`config.mk`:
```
export PLATFORM = sky130hd
export DESIGN_NAME = dec_rr_arbiter_flat
export DESIGN_NICKNAME = d
export VERILOG_FILES = /design/src/rtl/dec_rr_arbiter_if.sv /design/src/rtl/dec_rr_arbiter.sv /design/src/flat_wrapper.sv
export SDC_FILE = /design/constraint.sdc
export NUM_CORES = 1
export LEC_CHECK = 0
export CAP_MARGIN = 0
export CORE_UTILIZATION = 60
export CTS_CLUSTER_SIZE = 14
export DETAILED_ROUTE_END_ITERATION = 10
export GPL_TIMING_DRIVEN = 0
export PLACE_DENSITY = 0.85
export SYNTH_ARGS = -nofsm -noshare
export SYNTH_HDL_FRONTEND = slang
export SYNTH_SLANG_ARGS = --single-unit
```
`constraint.sdc`:
```
create_clock -name clk -period 8.22 [get_ports clk]
set_input_delay 1.233 -clock clk [delete_from_list [all_inputs] [get_ports clk]]
set_output_delay 1.233 -clock clk [all_outputs]
set_load 0.005 [all_outputs]
```
`src/rtl/dec_rr_arbiter_if.sv`:
```
// Request/decoder-drive bundle between eight requesters and the select-decoder arbiter.
interface dec_rr_arbiter_if;
  logic [7:0] req;
  logic       sel4, sel2, sel1;
  logic       nen1, nen2;
  logic       gnt_valid;
  logic [2:0] gnt_id;
  logic       timeout_err;

  modport master (output req,
                  input  sel4, sel2, sel1, nen1, nen2, gnt_valid, gnt_id, timeout_err);
  modport slave  (input  req,
                  output sel4, sel2, sel1, nen1, nen2, gnt_valid, gnt_id, timeout_err);
endinterface

```
`src/rtl/dec_rr_arbiter.sv`:
```
// Round-robin owner selection and enable sequencing for a 3-to-8 select decoder:
// address setup before enable, a dead gap between owners, optional grant timeout.
module dec_rr_arbiter #(
  parameter int TIMEOUT     = 256,
  parameter int DEAD_CYCLES = 1
) (
  input logic            clk,
  input logic            rst_n,
  dec_rr_arbiter_if.slave bus
);
  localparam int NUM_LANES = 8;
  localparam int IDW = $clog2(NUM_LANES);
  localparam int CW  = (TIMEOUT > 2) ? $clog2(TIMEOUT) : 1;
  localparam int DW  = (DEAD_CYCLES > 2) ? $clog2(DEAD_CYCLES) : 1;
  localparam logic [CW-1:0] TLIM = CW'((TIMEOUT > 0) ? TIMEOUT - 1 : 0);
  localparam logic [DW-1:0] DLIM = DW'((DEAD_CYCLES > 0) ? DEAD_CYCLES - 1 : 0);

  typedef enum logic [1:0] {IDLE, SETUP, GRANT, DEAD} state_t;

  state_t         state, state_n;
  logic [IDW-1:0] id, id_n, last, last_n;
  logic [CW-1:0]  cnt, cnt_n;
  logic [DW-1:0]  dcnt, dcnt_n;
  logic           nen, nen_n, gv, gv_n, terr, terr_n;

  // Rotate the request vector so bit 0 is the lane just after the last owner.
  logic [2*NUM_LANES-1:0] dbl;
  logic [NUM_LANES-1:0]   rot;
  logic [IDW:0]           start;
  logic [IDW-1:0]         pick_off, pick;

  always_comb begin
    dbl      = {bus.req, bus.req};
    start    = {1'b0, last} + (IDW+1)'(1);
    rot      = dbl[start +: NUM_LANES];
    pick_off = '0;
    for (int i = NUM_LANES - 1; i >= 0; i--)
      if (rot[i]) pick_off = IDW'(i);
    pick     = last + IDW'(1) + pick_off;
  end

  always_comb begin
    state_n = state;
    id_n    = id;
    last_n  = last;
    cnt_n   = cnt;
    dcnt_n  = dcnt;
    nen_n   = nen;
    gv_n    = gv;
    terr_n  = 1'b0;
    case (state)
      IDLE: if (|bus.req) begin
        id_n    = pick;
        state_n = SETUP;
      end
      SETUP: if (bus.req[id]) begin
        nen_n   = 1'b0;
        gv_n    = 1'b1;
        cnt_n   = '0;
        state_n = GRANT;
      end else begin
        last_n  = id;
        dcnt_n  = '0;
        state_n = DEAD;
      end
      GRANT: if (!bus.req[id] || (TIMEOUT != 0 && cnt == TLIM)) begin
        // Still requesting here means the exit was forced by the timeout.
        nen_n   = 1'b1;
        gv_n    = 1'b0;
        last_n  = id;
        dcnt_n  = '0;
        terr_n  = bus.req[id];
        state_n = DEAD;
      end else begin
        cnt_n   = cnt + CW'(1);
      end
      DEAD: if (dcnt == DLIM) state_n = IDLE;
            else              dcnt_n  = dcnt + DW'(1);
      default: state_n = IDLE;
    endcase
  end

  always_ff @(posedge clk) begin
    if (!rst_n) begin
      state <= IDLE;
      id    <= '0;
      last  <= '1;
      cnt   <= '0;
      dcnt  <= '0;
      nen   <= 1'b1;
      gv    <= 1'b0;
      terr  <= 1'b0;
    end else begin
      state <= state_n;
      id    <= id_n;
      last  <= last_n;
      cnt   <= cnt_n;
      dcnt  <= dcnt_n;
      nen   <= nen_n;
      gv    <= gv_n;
      terr  <= terr_n;
    end
  end

  assign bus.sel4        = id[2];
  assign bus.sel2        = id[1];
  assign bus.sel1        = id[0];
  assign bus.gnt_id      = id;
  assign bus.nen1        = nen;
  assign bus.nen2        = nen;
  assign bus.gnt_valid   = gv;
  assign bus.timeout_err = terr;
endmodule

```
`src/flat_wrapper.sv`:
```
// flat-port wrapper written by rule: the top's interface ports become plain ports
module dec_rr_arbiter_flat 
#(
  parameter int TIMEOUT     = 256,
  parameter int DEAD_CYCLES = 1
)
  (clk, rst_n, bus_req, bus_sel4, bus_sel2, bus_sel1, bus_nen1, bus_nen2, bus_gnt_valid, bus_gnt_id, bus_timeout_err);
  dec_rr_arbiter_if bus_i ();
  input logic clk;
  input logic rst_n;
  input wire logic [$bits(bus_i.req)-1:0] bus_req;
  output wire logic [$bits(bus_i.sel4)-1:0] bus_sel4;
  output wire logic [$bits(bus_i.sel2)-1:0] bus_sel2;
  output wire logic [$bits(bus_i.sel1)-1:0] bus_sel1;
  output wire logic [$bits(bus_i.nen1)-1:0] bus_nen1;
  output wire logic [$bits(bus_i.nen2)-1:0] bus_nen2;
  output wire logic [$bits(bus_i.gnt_valid)-1:0] bus_gnt_valid;
  output wire logic [$bits(bus_i.gnt_id)-1:0] bus_gnt_id;
  output wire logic [$bits(bus_i.timeout_err)-1:0] bus_timeout_err;
  assign bus_i.req = bus_req;
  assign bus_sel4 = bus_i.sel4;
  assign bus_sel2 = bus_i.sel2;
  assign bus_sel1 = bus_i.sel1;
  assign bus_nen1 = bus_i.nen1;
  assign bus_nen2 = bus_i.nen2;
  assign bus_gnt_valid = bus_i.gnt_valid;
  assign bus_gnt_id = bus_i.gnt_id;
  assign bus_timeout_err = bus_i.timeout_err;
  dec_rr_arbiter #(.TIMEOUT(TIMEOUT), .DEAD_CYCLES(DEAD_CYCLES)) u_core (.clk(clk), .rst_n(rst_n), .bus(bus_i));
endmodule
```
==> metrics <==
count of final hold-check violations=0; area growth from synthesis to layout=12.0%; met1 GRT Util=39.4%; first-pass GRT wire length=around 7400 microns; ys flop type=dfxtp_1; status=completed; vias per inst=6.70; root buf cell=clkbuf_4; hold_buf cts=0; vias after detailed routing=roughly 1600; CP Max Fanout=8; core region area=around 2600 sq um; # setup viols final=0; non-filler cells, final=between 200 and 250; RSZ-0062 raised after global routing=no; Tmin final=between 3000 and 4000 ps; placed cell area=between 1500 and 2000 sq um; met2 Usage GRT=around half; largest net degree at the start of global routing=12; Total GRT Usage=29.5%; io pins=20; Setup Fix Bufs, Post-CTS=0; DRT Pass-1 Iters=6; Yosys reg bits=19; library cells used by synthesis=54; Final Cell Area=roughly 1900 sq um; met3 usage=under 10%; CP peak stage delay=between 600 and 700 ps; pwr/cell area=between 300 and 400 nW/um^2; Cell Rows=18; Clock Latency Late Sink=~300 ps; clk buf depth=2; post-synthesis average cell area=approximately 8.6 sq um; sequential share of power=between 20% and 30%; combinational power share=68.0%; ys async rst share=0%; Internal=about 320 uW; htree depth=1; slowest CP cell=clkdlybuf4s50_1; post-synth top area share=about 22%; DP HPWL=approximately 3200 microns; busiest grt layer=met2; # nets final=approximately 230; DRT iter0 DRCs=a little over 80; Post-synth EDFFs=0; worst IR drop on VDD=248 uV; Slew HR=between 60% and 70%; CP Class=primary input to flip-flop; TritonCTS Buffers=3; clock transition at the registers of the reported paths=roughly 120 ps; net switching power=between 200 and 300 uW; Commonest cells post-synth=dfxtp_1 (19), nand2_1 (16), inv_1 (12), mux2i_1 (10), a21oi_1 (9); Setup crit end kind=flip-flop; Die Y=roughly 55 microns; antenna cells=0; setup TNS=0 ps; final design utilization=between 70% and 80%; cell count after synthesis=around 200; HP Class=flip-flop to flip-flop; post-route clock period utilization=about half; Sw Ratio=between 40 and 50%; synth warn=0; Die ar.=3060 sq um; Critical Path, Cell by Cell=clkdlybuf4s50_1 > mux2i_1 > mux2_2 > o21ai_0 > and3b_1 > a311oi_1 > ha_1 > inv_1 > fa_1 > and3b_1 > nand3_1 > nand3_1; critical path arrival=between 4000 and 5000 ps; MaxCap Viol Count=0; Worst-Margin Slew=between 500 and 600 ps; placed cell count=about 240; critical path required time=8470 ps; chip width=55.3 microns; Synth area leaders=dfxtp_1 (22%), mux2i_1 (5.9%), mux4_1 (4.6%); Syn Nets=between 200 and 250; DRC Markers=0; port bufs=14; grt ovf=0; initial antenna violation count=0; dominant cell type by area after synthesis=dfxtp_1; leakage=roughly 0.00076 uW; Setup crit start kind=primary input; pins over their slew limit=0; total wire length=4180 microns; share of layout cells above drive strength 1=between 10% and 20%; synthesized cell area=between 1500 and 2000 sq um; CTS tree=built; Antenna Violating Nets Remaining=0; Clock Sinks=19; final clock skew=roughly 6.4 ps; cts repair resizes=0; initial cell density of the core=65.8%; post-synthesis sequential area ratio=22.3%; vias in the first global route=approximately 1600; most common cell in the synthesized netlist=dfxtp_1; wire per inst=17.0 microns; Max Fclk=251 MHz; GPL Wtd Cong=0.948; clock group share of total power=8.0%; total power=between 600 and 700 uW
## worst max-delay path: cells and delay by family
family / cells / cell delay, ps
buf+inv: 2 / 700
simple gates: 4 / 620
mux: 2 / 460
fa+ha+maj: 2 / 610
compound gates: 2 / 620
## final timing paths
path,startpoint,to,slack [ps],depth (start not counted)
setup / recovery,bus_req[3],u_core.bus.gnt_id[2],4230,12
hold / removal,u_core.cnt[5],u_core.cnt[5],500,2
setup reg to reg,u_core.last[1],u_core.bus.gnt_id[2],4830,11
hold reg to reg,u_core.cnt[5],u_core.cnt[5],500,2
## logic make-up (layout without fill, tap and decap cells)
group | after synthesis | count (layout) | share of synthesized area (%)
muxes | 22 | 22 | 18.0
buffers and inverters | 28 | 46 | 9.02
DFF | 19 | 19 | 22.3
AOI/OAI and AO/OA | 58 | 58 | 25.1
adders and majority gates | 6 | 6 | 4.84
and+or+nand+nor | 65 | 65 | 20.8
## through the flow
stage / worst slack [ps] / hold slack, ps
5_1_grt: 4090 / 548
3_5_place_dp: 4010 / 492
6_report: 4230 / 505
4_1_cts: 4310 / 508
2_1_floorplan: 4830 / 449
3_3_place_gp: 4140 / 464
## cell usage in the layout, fill, tap and decap left out, types with 7 or more instances in the layout
master / instances
o211ai_1: 8
o21ai_0: 7
clkdlybuf4s50_1: 14
inv_1: 12
nand3_1: 8
mux2i_1: 10
dfxtp_1: 19
a21oi_1: 9
nor2_1: 8
nand2_1: 16
## power by group through the flow
stage | Sequential, uW | Clock (uW) | Combinational (uW)
finish | 147 | 48.8 | 414
CTS | 146 | 49.6 | 408
floorplan | 141 | 0 | 297
global placement | 145 | 0 | 385
global route | 150 | 54.7 | 454
detailed placement | 148 | 0 | 406
## area by class of cell
| cell class | instances | area [sq um] |
|---|---|---|
| repair buffers | 14 | 140 |
| fillers | 207 | 679 |
| clock inverters | 1 | 5.00 |
| well taps | 30 | 37.5 |
| inverters | 13 | 48.8 |
| flip-flops and latches | 19 | 380 |
| clock buffers | 3 | 22.5 |
| multi-input cells | 151 | 1170 |
| plain buffers | 15 | 105 |
## sequential cells by signal, summed over array words and instances, names as in the netlist
name	count
u_core.bus.nen1	1
u_core.bus.timeout_err	1
u_core.bus.gnt_valid	1
u_core.cnt	8
u_core.state	2
u_core.last	3
u_core.bus.gnt_id	3
## routing by layer
| layer | vias to the layer above | routed length (microns) |
|---|---|---|
| met1 | 792 | 1860 |
| met5 | - | 0 |
| met3 | 6 | 182 |
| met2 | 58 | 2090 |
| met4 | 0 | 44 |
| li1 | 793 | - |
Power figures use the tool's default switching activity.
